$ cat src/rtl/cam_capture_ctrl.sv
// OV7670 capture sequencer: pairs camera bytes into RGB565 words and
// issues framebuffer writes with X/Y addressing, cropping and frame sync.
module cam_capture_ctrl #(
  parameter int IMG_W     = 176,
  parameter int IMG_H     = 144,
  parameter int X_BITS    = 8,
  parameter int Y_BITS    = 8,
  parameter int BYTE_SWAP = 0
) (
  input  logic              CLK,
  input  logic              RESET,
  input  logic              START,
  input  logic              MODE_CONT,
  input  logic              VSYNC,
  input  logic              HREF,
  input  logic [7:0]        DATA,
  output logic [15:0]       PIXEL565,
  output logic              W_EN,
  output logic [X_BITS-1:0] WRITE_X,
  output logic [Y_BITS-1:0] WRITE_Y,
  output logic              BUSY,
  output logic              FRAME_DONE,
  output logic              SHORT_LINE
);

  typedef enum logic [1:0] {
    S_IDLE,
    S_WAIT,
    S_FRAME
  } state_t;

  localparam logic [X_BITS-1:0] XW = X_BITS'(IMG_W);
  localparam logic [Y_BITS-1:0] YH = Y_BITS'(IMG_H);

  state_t            state_q, state_d;
  logic              vs_q, vs_d;
  logic              hr_q, hr_d;
  logic              phase_q, phase_d;
  logic [7:0]        first_q, first_d;
  logic [X_BITS-1:0] x_q, x_d;
  logic [Y_BITS-1:0] y_q, y_d;
  logic              wen_q, wen_d;
  logic [15:0]       pix_q, pix_d;
  logic [X_BITS-1:0] wx_q, wx_d;
  logic [Y_BITS-1:0] wy_q, wy_d;
  logic              done_q, done_d;
  logic              short_q, short_d;

  logic              vs_fall, vs_rise, hr_fall;
  logic              in_win;
  logic [15:0]       pair;

  assign vs_fall = vs_q & ~VSYNC;
  assign vs_rise = ~vs_q & VSYNC;
  assign hr_fall = hr_q & ~HREF;
  assign in_win  = (x_q < XW) && (y_q < YH);
  assign pair    = (BYTE_SWAP != 0) ? {DATA, first_q}
                                    : {first_q, DATA};

  always_comb begin
    state_d = state_q;
    vs_d    = VSYNC;
    hr_d    = HREF;
    phase_d = phase_q;
    first_d = first_q;
    x_d     = x_q;
    y_d     = y_q;
    wen_d   = 1'b0;
    pix_d   = pix_q;
    wx_d    = wx_q;
    wy_d    = wy_q;
    done_d  = 1'b0;
    short_d = short_q;
    unique case (state_q)
      S_IDLE: begin
        if (START) begin
          state_d = S_WAIT;
          short_d = 1'b0;
        end
      end
      S_WAIT: begin
        if (vs_fall) begin
          state_d = S_FRAME;
          x_d     = '0;
          y_d     = '0;
          phase_d = 1'b0;
        end
      end
      S_FRAME: begin
        if (HREF) begin
          if (!phase_q) begin
            first_d = DATA;
            phase_d = 1'b1;
          end else begin
            phase_d = 1'b0;
            if (in_win) begin
              wen_d = 1'b1;
              pix_d = pair;
              wx_d  = x_q;
              wy_d  = y_q;
            end
            if (x_q < XW) x_d = x_q + 1'b1;
          end
        end
        // an empty line (no complete pixel) leaves Y untouched
        if (hr_fall) begin
          if (x_q != '0) begin
            if (y_q < YH) y_d = y_q + 1'b1;
            if (in_win) short_d = 1'b1;
          end
          x_d     = '0;
          phase_d = 1'b0;
        end
        if (vs_rise) begin
          done_d  = 1'b1;
          state_d = MODE_CONT ? S_WAIT : S_IDLE;
        end
      end
      default: state_d = S_IDLE;
    endcase
  end

  always_ff @(posedge CLK) begin
    if (RESET) begin
      state_q <= S_IDLE;
      vs_q    <= 1'b0;
      hr_q    <= 1'b0;
      phase_q <= 1'b0;
      first_q <= '0;
      x_q     <= '0;
      y_q     <= '0;
      wen_q   <= 1'b0;
      pix_q   <= '0;
      wx_q    <= '0;
      wy_q    <= '0;
      done_q  <= 1'b0;
      short_q <= 1'b0;
    end else begin
      state_q <= state_d;
      vs_q    <= vs_d;
      hr_q    <= hr_d;
      phase_q <= phase_d;
      first_q <= first_d;
      x_q     <= x_d;
      y_q     <= y_d;
      wen_q   <= wen_d;
      pix_q   <= pix_d;
      wx_q    <= wx_d;
      wy_q    <= wy_d;
      done_q  <= done_d;
      short_q <= short_d;
    end
  end

  assign PIXEL565   = pix_q;
  assign W_EN       = wen_q;
  assign WRITE_X    = wx_q;
  assign WRITE_Y    = wy_q;
  assign BUSY       = (state_q != S_IDLE);
  assign FRAME_DONE = done_q;
  assign SHORT_LINE = short_q;

endmodule

$ cat config.mk
export PLATFORM = sky130hd
export DESIGN_NAME = cam_capture_ctrl
export DESIGN_NICKNAME = d
export VERILOG_FILES = /design/src/rtl/cam_capture_ctrl.sv
export SDC_FILE = /design/constraint.sdc
export NUM_CORES = 1
export LEC_CHECK = 0
export BUFFER_PORTS_ARGS = -buffer_cell sky130_fd_sc_hd__buf_2
export CAP_MARGIN = 20
export CORE_UTILIZATION = 59
export DETAILED_ROUTE_END_ITERATION = 10
export HOLD_SLACK_MARGIN = 0.02
export PLACE_DENSITY = 0.84
export RECOVER_POWER = 100
export SETUP_SLACK_MARGIN = 0.15
export SYNTH_ARGS = -nofsm -noshare
export SYNTH_HDL_FRONTEND = slang
export SYNTH_SLANG_ARGS = --single-unit
export TNS_END_PERCENT = 20
$ cat constraint.sdc
create_clock -name CLK -period 3.15 [get_ports CLK]
set_input_delay 0.1575 -clock CLK [delete_from_list [all_inputs] [get_ports CLK]]
set_output_delay 0.1575 -clock CLK [all_outputs]
set_load 0.05 [all_outputs]
==> results of run 1 <==
## kinds of logic after synthesis
logic type               count (synthesis)  share of synthesized area
AO/OA/AOI/OAI                           86                      0.198
adder cells (fa/ha/maj)                  3                     0.0138
buffers and inverters                   31                     0.0489
flip-flops                              64                      0.472
AND/OR/NAND/NOR                        148                      0.267
## Yosys cell counts (5+ instances only)
cell type and number:
inv_1 11, clkbuf_1 12, o21ai_0 5, nor2_1 11, nand2_1 86, buf_2 6
nand2b_1 9, a21oi_1 49, dfxtp_1 64, or4_1 7, a31oi_1 5
## area by class of cell
cell class | instances | area share
clock inverter | 3 | 0.0217
tap | 52 | 0.0209
clock buffer | 11 | 0.0454
inverter | 11 | 0.0133
multi-input combinational | 237 | 0.417
sequential | 64 | 0.411
timing repair buffer | 52 | 0.0699
## layer usage
metal | vias up | part of all wire
met1 | 1166 | 0.45
met3 | 13 | 0.062
met5 | - | 0
li1 | 1250 | -
met2 | 92 | 0.47
met4 | 0 | 0.021
## report_power, final
part	total (uW)	switching, uW	internal, uW
Clock	769	310	459
Combinational	49.7	32.9	16.8
Sequential	815	3.21	812
## worst min-delay path, cell delays in order
cell and delay (ns):
buf_2 0.08, a2bb2oi_1 0.05, nor2_1 0.07
## per-stage QoR
stage | setup slack [ns] | instance area, um2 | cells | util
finish | 0.745 | 3110 | 430 | 0.710
global route | 0.472 | 3110 | 430 | 0.710
CTS | 1.14 | 3170 | 430 | 0.723
detailed placement | 1.15 | 2960 | 416 | 0.675
global placement | 1.23 | 2960 | 416 | 0.675
floorplan | 1.44 | 2710 | 332 | -
## worst paths after layout
| kind | startpoint | to | slack [ns] | depth (start not counted) |
|---|---|---|---|---|
| worst max-delay path | RESET | x_q[1] | 0.75 | 4 |
| worst min-delay path | MODE_CONT | state_q[0] | 0.04 | 3 |
| worst max register to register | y_q[4] | y_q[5] | 1.10 | 4 |
| worst min register to register | first_q[0] | PIXEL565[8] | 0.44 | 2 |
## flip-flops by register name, summed over array words and instances, names as in the netlist, 2 cells and up
name and flops:
PIXEL565 16, WRITE_X 8, WRITE_Y 8, first_q 8, state_q 2, x_q 8
y_q 8
==> results.cfg, run 1 <==
[clock_tree]
ctsResizeCount = 0
post_cts_buffers = 0
cts_max_level = 3
clk_pin_slew_ns = 0.06
cts-root-buf = clkbuf_8
clock_path_buffers = 2
insertion_delay_ns = 0.35
cts_num_sinks = 64
cts_tree = done
hold_buffers = 0
cts_inserted_buffers = 9

[final_layout]
final_nets = 392
drive_gt1_frac = 0.0952
n_antenna_cell = 0
seq_area_um2 = 1280
fillers = 366
syn_to_final_growth_pct = 14.8
layout_commonest_cell = nand2_1
multiInputGateArea_um2 = 1300
final_cell_mix = nand2_1 (86), dfxtp_1 (64), a21oi_1 (49)

[setup_path]
worstPathArrival_ns = 2.59
cp_slowest_stage_delay_ns = 1.12
cp.required_ns = 3.33
start_kind = primary input
critPathTopFamily = buffers and inverters
crit_type = primary input to flop
crit_top_cell = clkbuf_1
crit_buf_inv = 2
crit_fanout = 40
crit_path_top_delay_cell = clkbuf_1
crit_chain = clkbuf_1 -> clkbuf_1 -> nand3b_1 -> o31ai_1
endpoint_kind = flop

[logic_synthesis]
yosys.cell_types.count = 49
yosysWarnings = 0
ys_seq_area_frac = 0.472
synth_top_area_share = 0.472
synth_edf_count = 0
ys.flop_type = dfxtp_1
synth.avg_cell_area_um2 = 8.17
yosys_register_bits = 64
synth_nets = 349
syn-instance-count = 332
ys_top_cells_by_area = dfxtp_1 (47%), nand2_1 (12%), a21oi_1 (9.0%)
async_reset_ff_frac = 0
synth_area_um2 = 2710
yosys.area.top_type = dfxtp_1

[route]
viasPerCell = 5.86
drc_errors = 0
drt_iter0_markers = 192
firstDrtPassIters = 5
drt_wl_total_um = 6070
wire_per_inst_um = 14.1
vias = 2521
antenna_left = 0

[place]
gp_congestion = 0.868
dp_hpwl_um = 3940
io_buffers = 49

[sta]
fin_hold_ws_ns = 0.0447
fmax_mhz = 416
maxSlewHeadroom = -0.0559
drv_slew = 41
timing.setup.tns_ns = 0
setup_viol = 0
clock_skew_ns = 0.0139
min_period_over_period = 0.763
finalCriticalPeriod_ns = 2.40
hold_violations = 0
grt_setup_unrepaired = false
tightest_slew_ns = 1.58

[power]
p_leak_uw = 0.00103
ir_drop_v = 0.000330
power.density_nw_per_um2 = 525
power_uw = 1630

[global_route]
gr-max-usage-layer = met2
grt_use_met2 = 0.402
grt_pass1_vias = 2233
gr-total-overflow = 0
grt_antenna_before_repair = 0
grt_max_degree = 41
track_usage = 0.265
gr-usage-met1 = 0.350
met3_usage = 0.0756
grt_pass1_wl_um = 10100

[min_path]
min_path_type = primary input to flop

[flow_run]
maxCapViolCount = 1

[floorplanning]
rows = 24
pin_count = 50
die_area_um2 = 4870
design.core.area_um2 = 4380
die_h_um = 69.8
start_util = 0.619
die_w_um = 69.8

[run_status]
status = complete, but fails checks
violations = capacitance limit, slew limit
No activity file was read; power rests on OpenSTA's default activity.
==> run 2, diff against run 1 <==
--- a/config.mk
+++ b/config.mk
@@ -7,10 +7,10 @@
 export LEC_CHECK = 0
 export BUFFER_PORTS_ARGS = -buffer_cell sky130_fd_sc_hd__buf_2
 export CAP_MARGIN = 20
-export CORE_UTILIZATION = 59
+export CORE_UTILIZATION = 49
 export DETAILED_ROUTE_END_ITERATION = 10
 export HOLD_SLACK_MARGIN = 0.02
-export PLACE_DENSITY = 0.84
+export PLACE_DENSITY = 0.74
 export RECOVER_POWER = 100
 export SETUP_SLACK_MARGIN = 0.15
 export SYNTH_ARGS = -nofsm -noshare
==> constraint.sdc (replaced) <==
create_clock -name CLK -period 2.1 [get_ports CLK]
set_input_delay 0.105 -clock CLK [delete_from_list [all_inputs] [get_ports CLK]]
set_output_delay 0.105 -clock CLK [all_outputs]
set_load 0.05 [all_outputs]
==> run 2 against run 1 <==
Effect of this change: the flow now finishes without violations; global-route usage fell by 4.0 points; power is 44% higher; clock power rose by 35%; sequential power is 50% higher; die area up 20%; cell count rose by 8.1%; hold slack lost 0.0031 ns; first-iteration DRC count decreased by 17%; sequential cell count is the same; clock-buffer cell count is the same; setup slack lost 0.56 ns; critical path type is now flop to flop; largest power group unchanged.
==> results.cfg, run 2 (synthesis gave the netlist of run 1 again) <==
[place]
gp_congestion = 0.887
io_buffers = 49
dpl_cell_area_um2 = 3010
dp_slack_ns = 0.249
dp_hpwl_um = 3990

[clock_tree]
cts_inserted_buffers = 9
cts-root-buf = clkbuf_8
cts_num_sinks = 64
clock_path_buffers = 2
ctsResizeCount = 0
clk_pin_slew_ns = 0.06
cts_max_level = 3
insertion_delay_ns = 0.33
cts_tree = done

[sta]
setup_viol = 0
finalCriticalPeriod_ns = 1.92
tightest_slew_ns = 0.932
drv_slew = 0
clock_skew_ns = 0.00974
fmax_mhz = 521
hold_violations = 0
maxSlewHeadroom = 0.379
grt_setup_unrepaired = true
setup_slack_ns = 0.181
timing.setup.tns_ns = 0
min_period_over_period = 0.914

[flow_run]
maxCapViolCount = 0

[global_route]
grt_pass1_wl_um = 10600
grt_max_degree = 47
grt_pass1_vias = 2336
track_usage = 0.225
grt_antenna_before_repair = 0
gr-total-overflow = 0

[final_layout]
final_nets = 407
final_cell_mix = nand2_1 (86), dfxtp_1 (64), a21oi_1 (50)
drive_gt1_frac = 0.106
largest_reg_flops = 16
fin_area_um2 = 3250
syn_to_final_growth_pct = 19.7
layout_commonest_cell = nand2_1
multiInputGateArea_um2 = 1290
fillers = 492
n_antenna_cell = 0
post-route-util = 0.624
seq_area_um2 = 1280

[route]
viasPerCell = 5.38
wire_per_inst_um = 13.0
firstDrtPassIters = 4
drt_iter0_markers = 160
antenna_left = 0
drt_wl_total_um = 6070
vias = 2503
drc_errors = 0

[floorplanning]
die_area_um2 = 5840
pin_count = 50
die_h_um = 76.4
start_util = 0.521
design.core.area_um2 = 5200
die_w_um = 76.4
rows = 26

[power]
p_leak_uw = 0.00109
power_uw = 2350
ir_drop_v = 0.000497
power.density_nw_per_um2 = 724

[setup_path]
cp.required_ns = 2.27
crit_type = flop to flop
endpoint_kind = flop
start_kind = flop
crit_fanout = 6
worstPathArrival_ns = 2.09

[run_status]
status = complete, no violations

[min_path]
min_path_type = primary input to flop
## run 2: layout make-up
| cell class | instances | area share |
|---|---|---|
| multi-input combinational | 237 | 0.399 |
| tap | 70 | 0.0270 |
| timing repair buffer | 67 | 0.106 |
| sequential | 64 | 0.394 |
| clock inverter | 5 | 0.0173 |
| inverter | 11 | 0.0127 |
| clock buffer | 11 | 0.0435 |
## run 2: what timing repair did
| item | CTS | global route |
|---|---|---|
| hold buffers | 9 | 0 |
| hold endpoints to repair | 13 | 0 |
| buffers inserted | 0 | 2 |
| setup endpoints to repair | 0 | 4 |
## run 2: layer usage
layer	track usage	vias up	share of wire
li1	-	1277	-
met1	0.290	1134	0.47
met2	0.359	80	0.46
met3	0.0455	12	0.048
met4	0.106	0	0.018
met5	0	-	0
## run 2: worst max-delay path: stages, from the launching register on
cell      delay [ns]
dfxtp_1         0.36
inv_1           0.11
ha_1            0.13
or4b_4          0.46
nor3_2          0.33
clkbuf_1        0.17
or4_1           0.14
o22ai_2         0.07
## run 2: where the power goes
group,internal [uW],switching (uW)
sequential,1220,4.33
clock,579,460
combinational,37.6,52.1
## run 2: worst paths after layout
path | from | to | slack, ns | cells after the start
max | x_q[1] | y_q[5] | 0.18 | 7
min | VSYNC | vs_q | 0.04 | 2
max reg2reg | x_q[1] | y_q[5] | 0.18 | 7
min reg2reg | first_q[3] | PIXEL565[11] | 0.45 | 2
## run 2: per-stage QoR
step                hold slack (ns)  cells
floorplan                     0.233    332
global placement              0.342    438
detailed placement            0.358    438
CTS                          0.0312    463
global route                 0.0491    465
finish                       0.0416    465
